<file path="config.mk">
export PLATFORM = sky130hd
export DESIGN_NAME = load_store_unit_flat
export DESIGN_NICKNAME = d
export VERILOG_FILES = /design/src/rtl/load_store_unit_if.sv /design/src/rtl/load_store_unit.sv /design/src/flat_wrapper.sv
export SDC_FILE = /design/constraint.sdc
export NUM_CORES = 1
export LEC_CHECK = 0
export CAP_MARGIN = 40
export CELL_PAD_IN_SITES_DETAIL_PLACEMENT = 2
export CELL_PAD_IN_SITES_GLOBAL_PLACEMENT = 2
export CORE_MARGIN = 1.5
export CORE_UTILIZATION = 25
export CTS_CLUSTER_DIAMETER = 150
export DETAILED_ROUTE_END_ITERATION = 16
export DONT_BUFFER_PORTS = 1
export GPL_TIMING_DRIVEN = 0
export MAX_ROUTING_LAYER = met4
export PLACE_DENSITY_LB_ADDON = 0.1
export SETUP_SLACK_MARGIN = 0.1
export SYNTH_ARGS = -nofsm -noshare
export SYNTH_HDL_FRONTEND = slang
export SYNTH_SLANG_ARGS = --single-unit
</file>
<file path="constraint.sdc">
create_clock -name clk -period 4.89 [get_ports clk]
set_input_delay 0.978 -clock clk [delete_from_list [all_inputs] [get_ports clk]]
set_output_delay 0.978 -clock clk [all_outputs]
set_load 0.03 [all_outputs]
</file>
<file path="src/rtl/load_store_unit_if.sv">
// Core-side request/response and memory-bus signals of the load/store unit.
// slave = the LSU itself; master = the core plus memory environment around it.
interface load_store_unit_if;
    logic        lsu_valid;
    logic        lsu_we;
    logic [2:0]  lsu_funct3;
    logic [31:0] lsu_addr;
    logic [31:0] lsu_wdata;
    logic [31:0] lsu_rdata;
    logic        lsu_done;
    logic        lsu_stall;
    logic        lsu_misalign;
    logic        mem_req;
    logic        mem_we;
    logic [31:0] mem_addr;
    logic [31:0] mem_wdata;
    logic [3:0]  mem_be;
    logic        mem_gnt;
    logic        mem_rvalid;
    logic [31:0] mem_rdata;

    modport slave (
        input  lsu_valid, lsu_we, lsu_funct3, lsu_addr, lsu_wdata,
        input  mem_gnt, mem_rvalid, mem_rdata,
        output lsu_rdata, lsu_done, lsu_stall, lsu_misalign,
        output mem_req, mem_we, mem_addr, mem_wdata, mem_be
    );

    modport master (
        output lsu_valid, lsu_we, lsu_funct3, lsu_addr, lsu_wdata,
        output mem_gnt, mem_rvalid, mem_rdata,
        input  lsu_rdata, lsu_done, lsu_stall, lsu_misalign,
        input  mem_req, mem_we, mem_addr, mem_wdata, mem_be
    );
endinterface

</file>
<file path="src/rtl/load_store_unit.sv">
// RV32I load/store unit: one word-aligned bus transaction per request, B/H/W lane steering and extension.
// Latency: load done 3 cycles, store 2 cycles after the request is taken (plus grant wait cycles).
// Backpressure: mem_req and mem_* held stable until mem_gnt; lsu_stall high while a request is pending.
// Optional LSU_MISALIGN_TRAP_EN: misaligned H/W accesses complete with lsu_misalign and no bus request.
module load_store_unit (
    input  logic             clk,
    input  logic             rst_n,
    load_store_unit_if.slave bus
);

    typedef enum logic [1:0] {S_IDLE, S_REQ, S_WAIT, S_DONE} state_t;

    state_t      state_q;
    logic        we_q;
    logic [2:0]  funct3_q;
    logic [1:0]  addr_lo_q;
    logic [31:0] rdata_q;
    logic        done_q;
    logic        mem_req_q;
    logic        mem_we_q;
    logic [31:0] mem_addr_q;
    logic [31:0] mem_wdata_q;
    logic [3:0]  mem_be_q;

    logic [3:0]  be_d;
    logic [31:0] wdata_d;
    logic [31:0] rdata_d;
    logic [7:0]  ld_byte;
    logic [15:0] ld_half;
    logic        trap_d;

`ifdef LSU_MISALIGN_TRAP_EN
    logic        misalign_q;
`endif

    // funct3[1:0] selects the access size; 11 falls through to word
    always_comb begin
        be_d    = 4'b1111;
        wdata_d = bus.lsu_wdata;
        case (bus.lsu_funct3[1:0])
            2'b00: begin
                be_d    = 4'b0001 << bus.lsu_addr[1:0];
                wdata_d = {4{bus.lsu_wdata[7:0]}};
            end
            2'b01: begin
                be_d    = bus.lsu_addr[1] ? 4'b1100 : 4'b0011;
                wdata_d = {2{bus.lsu_wdata[15:0]}};
            end
            default: ;
        endcase
    end

    always_comb begin
        case (addr_lo_q)
            2'd0:    ld_byte = bus.mem_rdata[7:0];
            2'd1:    ld_byte = bus.mem_rdata[15:8];
            2'd2:    ld_byte = bus.mem_rdata[23:16];
            default: ld_byte = bus.mem_rdata[31:24];
        endcase
        ld_half = addr_lo_q[1] ? bus.mem_rdata[31:16] : bus.mem_rdata[15:0];
        rdata_d = bus.mem_rdata;
        case (funct3_q)
            3'b000:  rdata_d = {{24{ld_byte[7]}}, ld_byte};
            3'b001:  rdata_d = {{16{ld_half[15]}}, ld_half};
            3'b100:  rdata_d = {24'd0, ld_byte};
            3'b101:  rdata_d = {16'd0, ld_half};
            default: ;
        endcase
    end

    always_comb begin
`ifdef LSU_MISALIGN_TRAP_EN
        trap_d = ((bus.lsu_funct3[1:0] == 2'b01) && bus.lsu_addr[0]) ||
                 (bus.lsu_funct3[1] && (bus.lsu_addr[1:0] != 2'b00));
`else
        trap_d = 1'b0;
`endif
    end

    always_ff @(posedge clk or negedge rst_n) begin
        if (!rst_n) begin
            state_q     <= S_IDLE;
            we_q        <= 1'b0;
            funct3_q    <= 3'd0;
            addr_lo_q   <= 2'd0;
            rdata_q     <= 32'd0;
            done_q      <= 1'b0;
            mem_req_q   <= 1'b0;
            mem_we_q    <= 1'b0;
            mem_addr_q  <= 32'd0;
            mem_wdata_q <= 32'd0;
            mem_be_q    <= 4'd0;
`ifdef LSU_MISALIGN_TRAP_EN
            misalign_q  <= 1'b0;
`endif
        end else begin
            done_q <= 1'b0;
            case (state_q)
                S_IDLE: begin
                    if (bus.lsu_valid) begin
                        we_q      <= bus.lsu_we;
                        funct3_q  <= bus.lsu_funct3;
                        addr_lo_q <= bus.lsu_addr[1:0];
                        if (trap_d) begin
                            state_q    <= S_DONE;
                            done_q     <= 1'b1;
`ifdef LSU_MISALIGN_TRAP_EN
                            misalign_q <= 1'b1;
`endif
                        end else begin
                            state_q     <= S_REQ;
                            mem_req_q   <= 1'b1;
                            mem_we_q    <= bus.lsu_we;
                            mem_addr_q  <= {bus.lsu_addr[31:2], 2'b00};
                            mem_wdata_q <= wdata_d;
                            mem_be_q    <= be_d;
                        end
                    end
                end
                S_REQ: begin
                    if (bus.mem_gnt) begin
                        mem_req_q <= 1'b0;
                        if (we_q) begin
                            state_q <= S_DONE;
                            done_q  <= 1'b1;
                        end else begin
                            state_q <= S_WAIT;
                        end
                    end
                end
                S_WAIT: begin
                    if (bus.mem_rvalid) begin
                        rdata_q <= rdata_d;
                        state_q <= S_DONE;
                        done_q  <= 1'b1;
                    end
                end
                S_DONE: begin
                    state_q    <= S_IDLE;
`ifdef LSU_MISALIGN_TRAP_EN
                    misalign_q <= 1'b0;
`endif
                end
                default: state_q <= S_IDLE;
            endcase
        end
    end

    assign bus.lsu_rdata = rdata_q;
    assign bus.lsu_done  = done_q;
    assign bus.lsu_stall = bus.lsu_valid & ~done_q;
`ifdef LSU_MISALIGN_TRAP_EN
    assign bus.lsu_misalign = misalign_q;
`else
    assign bus.lsu_misalign = 1'b0;
`endif
    assign bus.mem_req   = mem_req_q;
    assign bus.mem_we    = mem_we_q;
    assign bus.mem_addr  = mem_addr_q;
    assign bus.mem_wdata = mem_wdata_q;
    assign bus.mem_be    = mem_be_q;

endmodule

</file>
<file path="src/flat_wrapper.sv">
// flat-port wrapper written by rule: the top's interface ports become plain ports
module load_store_unit_flat 
  (clk, rst_n, bus_lsu_valid, bus_lsu_we, bus_lsu_funct3, bus_lsu_addr, bus_lsu_wdata, bus_mem_gnt, bus_mem_rvalid, bus_mem_rdata, bus_lsu_rdata, bus_lsu_done, bus_lsu_stall, bus_lsu_misalign, bus_mem_req, bus_mem_we, bus_mem_addr, bus_mem_wdata, bus_mem_be);
  load_store_unit_if bus_i ();
  input  logic clk;
  input  logic rst_n;
  input wire logic [$bits(bus_i.lsu_valid)-1:0] bus_lsu_valid;
  input wire logic [$bits(bus_i.lsu_we)-1:0] bus_lsu_we;
  input wire logic [$bits(bus_i.lsu_funct3)-1:0] bus_lsu_funct3;
  input wire logic [$bits(bus_i.lsu_addr)-1:0] bus_lsu_addr;
  input wire logic [$bits(bus_i.lsu_wdata)-1:0] bus_lsu_wdata;
  input wire logic [$bits(bus_i.mem_gnt)-1:0] bus_mem_gnt;
  input wire logic [$bits(bus_i.mem_rvalid)-1:0] bus_mem_rvalid;
  input wire logic [$bits(bus_i.mem_rdata)-1:0] bus_mem_rdata;
  output wire logic [$bits(bus_i.lsu_rdata)-1:0] bus_lsu_rdata;
  output wire logic [$bits(bus_i.lsu_done)-1:0] bus_lsu_done;
  output wire logic [$bits(bus_i.lsu_stall)-1:0] bus_lsu_stall;
  output wire logic [$bits(bus_i.lsu_misalign)-1:0] bus_lsu_misalign;
  output wire logic [$bits(bus_i.mem_req)-1:0] bus_mem_req;
  output wire logic [$bits(bus_i.mem_we)-1:0] bus_mem_we;
  output wire logic [$bits(bus_i.mem_addr)-1:0] bus_mem_addr;
  output wire logic [$bits(bus_i.mem_wdata)-1:0] bus_mem_wdata;
  output wire logic [$bits(bus_i.mem_be)-1:0] bus_mem_be;
  assign bus_i.lsu_valid = bus_lsu_valid;
  assign bus_i.lsu_we = bus_lsu_we;
  assign bus_i.lsu_funct3 = bus_lsu_funct3;
  assign bus_i.lsu_addr = bus_lsu_addr;
  assign bus_i.lsu_wdata = bus_lsu_wdata;
  assign bus_i.mem_gnt = bus_mem_gnt;
  assign bus_i.mem_rvalid = bus_mem_rvalid;
  assign bus_i.mem_rdata = bus_mem_rdata;
  assign bus_lsu_rdata = bus_i.lsu_rdata;
  assign bus_lsu_done = bus_i.lsu_done;
  assign bus_lsu_stall = bus_i.lsu_stall;
  assign bus_lsu_misalign = bus_i.lsu_misalign;
  assign bus_mem_req = bus_i.mem_req;
  assign bus_mem_we = bus_i.mem_we;
  assign bus_mem_addr = bus_i.mem_addr;
  assign bus_mem_wdata = bus_i.mem_wdata;
  assign bus_mem_be = bus_i.mem_be;
  load_store_unit u_core (.clk(clk), .rst_n(rst_n), .bus(bus_i));
endmodule
</file>
==> out/metrics.csv <==
stage,metric,value,unit
finish,layout_commonest_cell,dfrtp_1,
power,p_sw,2240,uW
finish,nFillCells,2196,
routing,drt_pass1_iterations,4,
routing,dr.first_iter.drc_count,93,
clock_network,clk_latency,360,ps
floorplan,die_width,147,um
floorplan,boundaryPins,210,
routing,antenna_left,0,
setup_path,cp.required,3910,ps
routing,wirelength,17200,um
timing,setup-violations-final,0,
logic_synthesis,ys_types,40,
logic_synthesis,synth_compound_area_share,14.0,%
timing,finalCritPeriodShare,49.7,%
timing,worst_slew_pin_slew,786,ps
logic_synthesis,synth-adder-area-share,0.726,%
floorplan,num_rows,52,
clock_network,clk_pin_slew,80,ps
global_routing,grt_overflow,0,
setup_path,end_kind,output pin,
power,pwr-share-comb,26.8,%
clock_network,post-cts-setup-buffer-count,0,
place,place_hpwl,12700,um
logic_synthesis,synth_edf_count,0,
setup_path,path_delay_family,simple AND/OR/NAND/NOR gates,
floorplan,dieArea,0.0215,mm^2
clock_network,clockRootBuffer,clkbuf_16,
place,place.gp.congestion,0.748,
hold_path,min_path_type,input port to async pin,
power,pwr-share-seq,55.6,%
logic_synthesis,synthesis.area,0.00517,mm^2
finish,drive_gt1_share,20.2,%
routing,viasPerCell,4.94,
finish,instances_no_fill,771,
power,sw_frac_of_total,49.4,%
power,cell_internal_pwr,2290,uW
clock_network,cts_made_buffers,9,
setup_path,startpoint_type,input port,
timing,slew_viol_final,0,
setup_path,critPathKind,input port to output pin,
global_routing,grt_max_degree,109,
logic_synthesis,avgSynthCellArea,10.7,um^2
power,clkPwrFrac,17.6,%
timing,max_freq,0.412,GHz
place,port_buffers,0,
floorplan,start_util,25.5,%
logic_synthesis,synth_top_family_by_area,multiplexers,
logic_synthesis,seq_area_frac_synth,52.3,%
routing,drcViolationCount,0,
finish,seq_area,0.00270,mm^2
floorplan,dieHeight,147,um
timing,fin_skew,7.97,ps
finish,multiInputGateArea,0.00228,mm^2
finish,diodes,0,
clock_network,clock_sinks,108,
logic_synthesis,yosys_warnings,0,
clock_network,cts_tree,yes,
logic_synthesis,yosys_most_used_dff,dfrtp_1,
power,ir_worst_vdd,256,uV
power,power.density,777,mW/mm^2
timing,finalHoldViolCount,0,
logic_synthesis,ys_ff_latch,108,
place,dp_cells,755,
finish,area_growth,12.8,%
logic_synthesis,synth_simple_gate_area_share,12.6,%
routing,vias,3805,
global_routing,antenna_found_initial,0,
global_routing,grt_pass1_vias,4324,
timing,finalCriticalPeriod,2430,ps
logic_synthesis,synthMuxAreaShare,16.6,%
clock_network,htreeDepth,3,
finish,final_cell_mix,"108 x dfrtp_1, 69 x nand2_1, 52 x mux2_2, 37 x a21oi_1, 37 x o21ai_0",
global_routing,grt_pass1_wl,26700,um
clock_network,clockBufferDepth,2,
finish,nets,604,
clock_network,cts_resized,0,
logic_synthesis,synth-async-reset-ratio,100,%
flow_run,maxCapViolations,0,
setup_path,cp_max_fo,5,
setup_path,path_cells,nor2b_1,
power,p_leak,0.00243,uW
finish,final_util,28.8,%
routing,wire_per_inst,22.3,um
logic_synthesis,syn_inst,483,
status,outcome,"finished, final reports clean",
timing,rsz0062_at_grt,false,
setup_path,slowest_delay,470,ps
setup_path,cp.arrival,1450,ps
logic_synthesis,synth-xor-area-share,0,%
timing,slew_headroom,47.6,%
floorplan,core,0.0202,mm^2
setup_path,worst_path_max_delay_cell,nor2b_1,
global_routing,grt_use_total,16.8,%
timing,setup_tns,0,ps
clock_network,ctsHoldBuffers,0,
setup_path,crit_buf_inv,0,
## registers in the layout, indices dropped and copies added, names as in the netlist
name	cells
u_core.addr_lo_q	2
u_core.bus.lsu_done	1
u_core.bus.lsu_rdata	32
u_core.bus.mem_addr	30
u_core.bus.mem_be	4
u_core.bus.mem_req	1
u_core.bus.mem_wdata	32
u_core.bus.mem_we	1
u_core.funct3_q	3
u_core.state_q	2
## power groups by stage
| stage | Clock [uW] | Combinational (uW) | Sequential [uW] |
|---|---|---|---|
| 4_1_cts | 833 | 1250 | 2540 |
| 2_1_floorplan | 0 | 961 | 2400 |
| 3_5_place_dp | 0 | 1250 | 2550 |
| 6_report | 798 | 1210 | 2520 |
| 5_1_grt | 865 | 1390 | 2590 |
| 3_3_place_gp | 0 | 1200 | 2540 |
## metal layers
metal / part of all wire, % / track usage, % / vias up
met5: 0 / - / -
li1: - / - / 1723
met4: 0.85 / 3.79 / 0
met2: 49 / 27.5 / 130
met1: 40 / 19.1 / 1940
met3: 9.9 / 7.08 / 12
## worst paths after layout
path | slack, ps | start | cells past startpoint | endpoint
setup / recovery | 2460 | bus_lsu_valid | 1 | bus_lsu_stall
hold / removal | 310 | rst_n | 0 | u_core.bus.lsu_rdata[28]$_DFFE_PN0P_
setup reg to reg | 2610 | u_core.state_q[0]$_DFFE_PN0P_ | 8 | u_core.bus.lsu_rdata[13]$_DFFE_PN0P_
hold reg to reg | 590 | u_core.state_q[1]$_DFFE_PN0P_ | 1 | u_core.state_q[1]$_DFFE_PN0P_
max in group asynchronous | 4410 | rst_n | 0 | u_core.state_q[1]$_DFFE_PN0P_
min in group clk | 590 | u_core.state_q[1]$_DFFE_PN0P_ | 1 | u_core.state_q[1]$_DFFE_PN0P_
## synth_stat cells (2+ instances only)
| library cell | instances | share of area (%) |
|---|---|---|
| mux2i_1 | 27 | 5.2 |
| o21ai_1 | 2 | 0.19 |
| buf_1 | 4 | 0.29 |
| a211oi_1 | 12 | 1.7 |
| nor2b_1 | 2 | 0.24 |
| dfrtp_1 | 108 | 52 |
| buf_4 | 4 | 0.58 |
| a211oi_2 | 5 | 1.2 |
| a31oi_1 | 7 | 0.85 |
| clkbuf_1 | 18 | 1.3 |
| buf_6 | 2 | 0.44 |
| o21ai_0 | 37 | 3.6 |
| nor2_1 | 29 | 2.1 |
| nand2_1 | 69 | 5.0 |
| o221a_2 | 7 | 1.5 |
| nor3_1 | 8 | 0.77 |
| nand2b_1 | 11 | 1.3 |
| mux2_2 | 52 | 11 |
| ha_1 | 3 | 0.73 |
| buf_2 | 7 | 0.68 |
| a2111oi_0 | 2 | 0.34 |
| inv_1 | 6 | 0.44 |
| nand3b_1 | 8 | 1.2 |
| a21oi_1 | 37 | 3.6 |
## area by class of cell
type / instances / share of cell area [%]
buffer: 35 / 2.92
clock buffer: 9 / 3.86
inverter: 6 / 0.386
sequential: 108 / 46.4
tap: 270 / 5.79
multi-input combinational: 336 / 39.1
clock inverter: 7 / 1.59
## cell families (layout without fill, tap and decap cells)
| family | Yosys count | count (layout) |
|---|---|---|
| multiplexers | 79 | 79 |
| flip-flops | 108 | 108 |
| adder cells (fa/ha/maj) | 3 | 3 |
| AO/OA/AOI/OAI | 114 | 114 |
| other | 1 | 3 |
| buffers and inverters | 41 | 57 |
| AND/OR/NAND/NOR | 137 | 137 |
## stage by stage
stage | power [uW] | cell area [um^2] | setup WS, ps | hold slack (ps)
floorplan | 3360 | 5170 | 2480 | 518
global placement | 3740 | 5510 | 2330 | 547
detailed placement | 3800 | 5510 | 2290 | 576
CTS | 4620 | 5830 | 2460 | 289
global route | 4840 | 5830 | 2400 | 287
finish | 4530 | 5830 | 2460 | 308
(Power assumes the default switching activity.)
